<file path="config.mk">
export PLATFORM = sky130hd
export DESIGN_NAME = vermibus_arbiter_flat
export DESIGN_NICKNAME = d
export VERILOG_FILES = /design/src/rtl/vermibus_arbiter_pkg.sv /design/src/rtl/vermibus_arbiter_if.sv /design/src/rtl/vermibus_rr_picker.sv /design/src/rtl/vermibus_arbiter.sv /design/src/flat_wrapper.sv
export SDC_FILE = /design/constraint.sdc
export NUM_CORES = 1
export LEC_CHECK = 0
export ABC_AREA = 0
export BUFFER_PORTS_ARGS = -buffer_cell sky130_fd_sc_hd__buf_2
export CAP_MARGIN = 30
export CORE_AREA = 5 5 118 120
export CTS_BUF_LIST = sky130_fd_sc_hd__clkbuf_4 sky130_fd_sc_hd__clkbuf_8
export DETAILED_ROUTE_END_ITERATION = 10
export DIE_AREA = 0 0 123 125
export PLACE_DENSITY = 0.59
export SLEW_MARGIN = 10
export SYNTH_ARGS = -nofsm -noshare
export SYNTH_HDL_FRONTEND = slang
export SYNTH_HIERARCHICAL = 1
export SYNTH_SLANG_ARGS = --single-unit
</file>
<file path="constraint.sdc">
create_clock -name clk -period 1.5 [get_ports clk]
set_input_delay 0.3 -clock clk [delete_from_list [all_inputs] [get_ports clk]]
set_output_delay 0.3 -clock clk [all_outputs]
set_load 0.02 [all_outputs]
</file>
<file path="src/rtl/vermibus_arbiter_pkg.sv">
// Shared Vermibus types and the arbiter state encoding.
package vermibus_arbiter_pkg;

  typedef logic [31:0] word_t;
  typedef logic [3:0]  wstrobe_t;

  typedef enum logic {
    ARB_IDLE,
    ARB_BUSY
  } arb_state_t;

endpackage

</file>
<file path="src/rtl/vermibus_arbiter_if.sv">
// Requester-side and target-side Vermibus signals of the arbiter.
// 'master' is the arbiter's view; 'slave' is the view of the surrounding requesters/target.
interface vermibus_arbiter_if #(
  parameter int N_CHANNELS = 2
);
  import vermibus_arbiter_pkg::*;

  logic     [N_CHANNELS-1:0] m_valid;
  word_t    [N_CHANNELS-1:0] m_address;
  wstrobe_t [N_CHANNELS-1:0] m_wstrobe;
  word_t    [N_CHANNELS-1:0] m_wdata;
  logic     [N_CHANNELS-1:0] m_ready;
  word_t    [N_CHANNELS-1:0] m_rdata;
  logic     [N_CHANNELS-1:0] m_irq;

  logic     s_valid;
  word_t    s_address;
  wstrobe_t s_wstrobe;
  word_t    s_wdata;
  logic     s_ready;
  word_t    s_rdata;
  logic     s_irq;

  modport master (
    input  m_valid, m_address, m_wstrobe, m_wdata, s_ready, s_rdata, s_irq,
    output m_ready, m_rdata, m_irq, s_valid, s_address, s_wstrobe, s_wdata
  );

  modport slave (
    output m_valid, m_address, m_wstrobe, m_wdata, s_ready, s_rdata, s_irq,
    input  m_ready, m_rdata, m_irq, s_valid, s_address, s_wstrobe, s_wdata
  );

endinterface

</file>
<file path="src/rtl/vermibus_rr_picker.sv">
// Combinational picker: first set request scanning from start_i upward, modulo N.
// Fixed priority is obtained by tying start_i to zero.
module vermibus_rr_picker #(
  parameter int N = 2
) (
  input  logic [N-1:0]         req_i,
  input  logic [$clog2(N)-1:0] start_i,
  output logic [$clog2(N)-1:0] idx_o,
  output logic                 found_o
);

  always_comb begin
    int unsigned j;
    j       = 0;
    idx_o   = '0;
    found_o = 1'b0;
    // Scan from the farthest offset down so the closest request to start_i is written last.
    for (int i = N - 1; i >= 0; i--) begin
      j = (int'(start_i) + i) % N;
      if (req_i[$clog2(N)'(j)]) begin
        idx_o   = $clog2(N)'(j);
        found_o = 1'b1;
      end
    end
  end

endmodule

</file>
<file path="src/rtl/vermibus_arbiter.sv">
// Merges N_CHANNELS Vermibus requesters onto one target; grant held for a whole transaction.
// One cycle of arbitration latency in IDLE; optional watchdog forces an error completion.
module vermibus_arbiter
  import vermibus_arbiter_pkg::*;
#(
  parameter int    N_CHANNELS     = 2,
  parameter int    ROUND_ROBIN    = 1,
  parameter int    TIMEOUT_CYCLES = 0,
  parameter word_t ERROR_DATA     = 32'hDEADBEEF
) (
  input  logic               clk,
  input  logic               reset_n,
  vermibus_arbiter_if.master bus,
  output logic               timeout
);

  localparam int GW = $clog2(N_CHANNELS);
  localparam int CW = (TIMEOUT_CYCLES > 0) ? $clog2(TIMEOUT_CYCLES + 1) : 1;
  localparam logic [CW-1:0] WD_LAST = (TIMEOUT_CYCLES > 0) ? CW'(TIMEOUT_CYCLES - 1) : '0;

  arb_state_t    state_q, state_d;
  logic [GW-1:0] grant_q, grant_d;
  logic [GW-1:0] rr_ptr_q, rr_ptr_d;
  logic [CW-1:0] cnt_q, cnt_d;

  logic [GW-1:0] pick_start;
  logic [GW-1:0] pick_idx;
  logic          pick_found;
  logic [GW-1:0] grant_inc;
  logic          req_vld;
  logic          wd_hit;

  assign pick_start = (ROUND_ROBIN != 0) ? rr_ptr_q : '0;

  vermibus_rr_picker #(
    .N (N_CHANNELS)
  ) u_picker (
    .req_i   (bus.m_valid),
    .start_i (pick_start),
    .idx_o   (pick_idx),
    .found_o (pick_found)
  );

  assign grant_inc = (grant_q == GW'(N_CHANNELS - 1)) ? '0 : grant_q + GW'(1);
  assign req_vld   = bus.m_valid[grant_q];
  assign wd_hit    = (TIMEOUT_CYCLES > 0) && (cnt_q == WD_LAST);

  // Interrupt is a pure wire, unaffected by state or reset.
  assign bus.m_irq = {N_CHANNELS{bus.s_irq}};

  always_ff @(posedge clk or negedge reset_n) begin
    if (!reset_n) begin
      state_q  <= ARB_IDLE;
      grant_q  <= '0;
      rr_ptr_q <= '0;
      cnt_q    <= '0;
    end else begin
      state_q  <= state_d;
      grant_q  <= grant_d;
      rr_ptr_q <= rr_ptr_d;
      cnt_q    <= cnt_d;
    end
  end

  always_comb begin
    state_d       = state_q;
    grant_d       = grant_q;
    rr_ptr_d      = rr_ptr_q;
    cnt_d         = cnt_q;
    bus.s_valid   = 1'b0;
    bus.s_address = '0;
    bus.s_wstrobe = '0;
    bus.s_wdata   = '0;
    bus.m_ready   = '0;
    bus.m_rdata   = '0;
    timeout       = 1'b0;

    unique case (state_q)
      ARB_IDLE: begin
        cnt_d = '0;
        if (pick_found) begin
          grant_d = pick_idx;
          state_d = ARB_BUSY;
        end
      end

      ARB_BUSY: begin
        bus.s_address          = bus.m_address[grant_q];
        bus.s_wstrobe          = bus.m_wstrobe[grant_q];
        bus.s_wdata            = bus.m_wdata[grant_q];
        bus.m_rdata[grant_q]   = bus.s_rdata;
        if (!req_vld) begin
          // Requester withdrew mid-transaction: drop it without a completion.
          state_d = ARB_IDLE;
        end else if (bus.s_ready) begin
          bus.s_valid          = 1'b1;
          bus.m_ready[grant_q] = 1'b1;
          state_d              = ARB_IDLE;
          rr_ptr_d             = grant_inc;
        end else if (wd_hit) begin
          bus.m_ready[grant_q] = 1'b1;
          bus.m_rdata[grant_q] = ERROR_DATA;
          timeout              = 1'b1;
          state_d              = ARB_IDLE;
          rr_ptr_d             = grant_inc;
        end else begin
          bus.s_valid = 1'b1;
          cnt_d       = (cnt_q == '1) ? cnt_q : cnt_q + CW'(1);
        end
      end

      default: state_d = ARB_IDLE;
    endcase
  end

endmodule

</file>
<file path="src/flat_wrapper.sv">
// flat-port wrapper written by rule: the top's interface ports become plain ports
module vermibus_arbiter_flat import vermibus_arbiter_pkg::*;
#(
  parameter int    N_CHANNELS     = 2,
  parameter int    ROUND_ROBIN    = 1,
  parameter int    TIMEOUT_CYCLES = 0,
  parameter word_t ERROR_DATA     = 32'hDEADBEEF
)
  (clk, reset_n, timeout, bus_m_valid, bus_m_address, bus_m_wstrobe, bus_m_wdata, bus_s_ready, bus_s_rdata, bus_s_irq, bus_m_ready, bus_m_rdata, bus_m_irq, bus_s_valid, bus_s_address, bus_s_wstrobe, bus_s_wdata);
  vermibus_arbiter_if #(.N_CHANNELS(N_CHANNELS)) bus_i ();
  input  logic clk;
  input  logic reset_n;
  output logic timeout;
  input wire logic [$bits(bus_i.m_valid)-1:0] bus_m_valid;
  input wire logic [$bits(bus_i.m_address)-1:0] bus_m_address;
  input wire logic [$bits(bus_i.m_wstrobe)-1:0] bus_m_wstrobe;
  input wire logic [$bits(bus_i.m_wdata)-1:0] bus_m_wdata;
  input wire logic [$bits(bus_i.s_ready)-1:0] bus_s_ready;
  input wire logic [$bits(bus_i.s_rdata)-1:0] bus_s_rdata;
  input wire logic [$bits(bus_i.s_irq)-1:0] bus_s_irq;
  output wire logic [$bits(bus_i.m_ready)-1:0] bus_m_ready;
  output wire logic [$bits(bus_i.m_rdata)-1:0] bus_m_rdata;
  output wire logic [$bits(bus_i.m_irq)-1:0] bus_m_irq;
  output wire logic [$bits(bus_i.s_valid)-1:0] bus_s_valid;
  output wire logic [$bits(bus_i.s_address)-1:0] bus_s_address;
  output wire logic [$bits(bus_i.s_wstrobe)-1:0] bus_s_wstrobe;
  output wire logic [$bits(bus_i.s_wdata)-1:0] bus_s_wdata;
  assign bus_i.m_valid = bus_m_valid;
  assign bus_i.m_address = bus_m_address;
  assign bus_i.m_wstrobe = bus_m_wstrobe;
  assign bus_i.m_wdata = bus_m_wdata;
  assign bus_i.s_ready = bus_s_ready;
  assign bus_i.s_rdata = bus_s_rdata;
  assign bus_i.s_irq = bus_s_irq;
  assign bus_m_ready = bus_i.m_ready;
  assign bus_m_rdata = bus_i.m_rdata;
  assign bus_m_irq = bus_i.m_irq;
  assign bus_s_valid = bus_i.s_valid;
  assign bus_s_address = bus_i.s_address;
  assign bus_s_wstrobe = bus_i.s_wstrobe;
  assign bus_s_wdata = bus_i.s_wdata;
  vermibus_arbiter #(.N_CHANNELS(N_CHANNELS), .ROUND_ROBIN(ROUND_ROBIN), .TIMEOUT_CYCLES(TIMEOUT_CYCLES), .ERROR_DATA(ERROR_DATA)) u_core (.clk(clk), .reset_n(reset_n), .bus(bus_i), .timeout(timeout));
endmodule
</file>
==> results.json <==
{
  "status": "finished with violations",
  "violations": "setup timing",
  "core_um2": 12900,
  "viasPerCell": 3.94,
  "met2_wirelength_um": 5070,
  "cts_sinks": 3,
  "worstSetupStartpointType": "register",
  "clk_latency_ns": 0.21,
  "synth_top_cell_by_area": "mux2i_1",
  "totalPowerFinal_mw": 6.79,
  "wl_per_cell_um": 13.7,
  "area_growth_pct": 127,
  "fmax_mhz": 560,
  "ys_ff_latch": 3,
  "slew_violations": 0,
  "final_util": 0.335,
  "final_common_cell": "buf_2",
  "cap_violations": 0,
  "ys_seq_area_frac": 0.0396,
  "holdWs_ns": 0.422,
  "fin_crit_ns": 1.79,
  "wl_met1_um": 3800,
  "num_antenna_cells": 0,
  "row_count": 42,
  "setup_tns_ns": -28.70,
  "worst_clock_skew_ns": 0.00248,
  "worstRegToRegCells": 4,
  "ir_drop_v": 0.000674,
  "die_w_um": 123,
  "cp.arrival_ns": 1.49,
  "dieArea_um2": 15400,
  "finalSetupViolations": 135,
  "grt_pass1_vias": 2756,
  "firstDrtPassIters": 4,
  "drive_gt1_frac": 0.691,
  "place_hpwl_um": 8290,
  "start_util": 0.147,
  "ctsRootBufferMaster": "clkbuf_8",
  "ant_nets": 0,
  "highest_layer": "met4",
  "final_nets": 729,
  "clkTransAtPathRegs_ns": 0.03,
  "track_usage": 0.114,
  "p_per_area_nw_per_um2": 1570,
  "crit_required_ns": 1.20,
  "ys_types": 24,
  "drc": 0,
  "grt_max_degree": 56,
  "wl_met3_um": 1030,
  "synth_area_um2": 1900,
  "htreeDepth": 1,
  "min_period_over_period": 1.19,
  "min_path_type": "in2reg",
  "antenna_found_initial": 0,
  "grt_pass1_wl_um": 14300,
  "gr-total-overflow": 0,
  "numPortBuffers": 307,
  "hold_path_depth": 3,
  "wl_um": 10000,
  "critPathCaptureType": "output port",
  "yosys_warnings": 6,
  "numCtsBuffers": 3,
  "die_h_um": 125,
  "crit_type": "reg2out",
  "gp_congestion": 0.848,
  "drt-initial-drc-count": 69,
  "vias": 2876,
  "nFillCells": 1375,
  "syn-num-nets": 423,
  "synth_cells": 249,
  "cts_tree": "built",
  "rsz0062_at_grt": "true",
  "hold_viol_final": 0,
  "num_io_pins": 312,
  "synth_top_area_frac": 0.364,
  "syn_avg_cell_area_um2": 7.62,
  "final_cell_mix": "buf_2, mux2i_1, buf_4",
  "synth_area_leaders": "mux2i_1, nor2b_1, and3_1, and2_1, and2b_1",
  "clock_path_buffers": 2,
  "critPathMaxFanout": 8,
  "layout_setup_ws_ns": -0.287,
  "leakage_nw": 2.41
}
[where the power goes]
| group | switching (mW) | internal (mW) | total, mW |
|---|---|---|---|
| clock network | 0.0521 | 0.199 | 0.251 |
| registers | 0.0814 | 0.129 | 0.211 |
| logic | 3.21 | 3.12 | 6.33 |
| total | 3.34 | 3.45 | 6.79 |
[cell usage after synthesis]
master and number:
or2_1 1, dfrtp_1 3, and4_1 1, nor2_1 1, and3_1 33, mux2_2 1, a31oi_1 1, buf_2 4
conb_1 1, a21boi_1 1, nor2b_1 60, nand2_1 1, and2_1 31, buf_4 10, o21bai_1 1, inv_1 1
nor2b_2 1, mux2i_1 69, clkbuf_1 7, clkbuf_2 5, and2b_1 11, buf_8 3, nand2b_1 1, nor3_1 1
[sequential cells by signal, summed over array words and instances (netlist names)]
name / count
u_core/state_q: 1
u_core/pick_start: 1
u_core/grant_q: 1
[through the flow]
stage	setup WS (ns)	area, µm²	std cells
2_1_floorplan	0.0687	1950	249
3_3_place_gp	-0.0613	3720	718
3_5_place_dp	-0.0902	3720	718
4_1_cts	-0.296	4070	727
5_1_grt	-0.348	4310	730
6_report	-0.287	4310	730
[final timing paths]
check / from / endpoint / slack (ns)
worst max-delay path: u_core/grant_q$_DFFE_PN0P_ / bus_m_rdata[40] / -0.29
worst min-delay path: bus_s_ready / u_core/state_q$_DFF_PN0_ / 0.42
worst max register to register: u_core/grant_q$_DFFE_PN0P_ / u_core/pick_start$_DFFE_PN0P_ / 0.18
worst min register to register: u_core/pick_start$_DFFE_PN0P_ / u_core/pick_start$_DFFE_PN0P_ / 0.57
max in group asynchronous: reset_n / u_core/grant_q$_DFFE_PN0P_ / 0.92
min in group asynchronous: reset_n / u_core/pick_start$_DFFE_PN0P_ / 0.46
[metal layers]
metal / GRT usage / vias to the layer above
met4: 0.0195 / 0
met3: 0.0429 / 12
met2: 0.197 / 150
met1: 0.135 / 1269
li1: - / 1445
met5: 0 / -
[layout make-up]
type / instances / area [µm²] / area share
tap: 176 / 220 / 0.0510
multi-input combinational: 216 / 1800 / 0.418
sequential: 3 / 80.1 / 0.0186
timing repair buffer: 330 / 2160 / 0.500
inverter: 1 / 3.75 / 0.000870
clock buffer: 4 / 48.8 / 0.0113
[logic make-up after synthesis]
group / share of synthesized area
other cells: 0.00198
flops: 0.0396
compound gates: 0.0112
mux: 0.370
simple gates: 0.475
buf+inv: 0.103
[what timing repair did]
action                                  in CTS  in global routing
endpoints found under the setup margin     135                135
cloned                                       1                  1
hold buffers                                 1                  0
setup buffers                                3                  2
resized for setup                           78                 57
pin swaps                                    1                  0
endpoints found under the hold margin        3                  0
[critical path: stages, from the launching register on]
cell and delay [ns]:
dfrtp_4 0.54, buf_12 0.18, buf_4 0.13, clkbuf_16 0.15, and3_4 0.15, buf_6 0.12
Note: power is estimated with default switching activity, not from simulation.
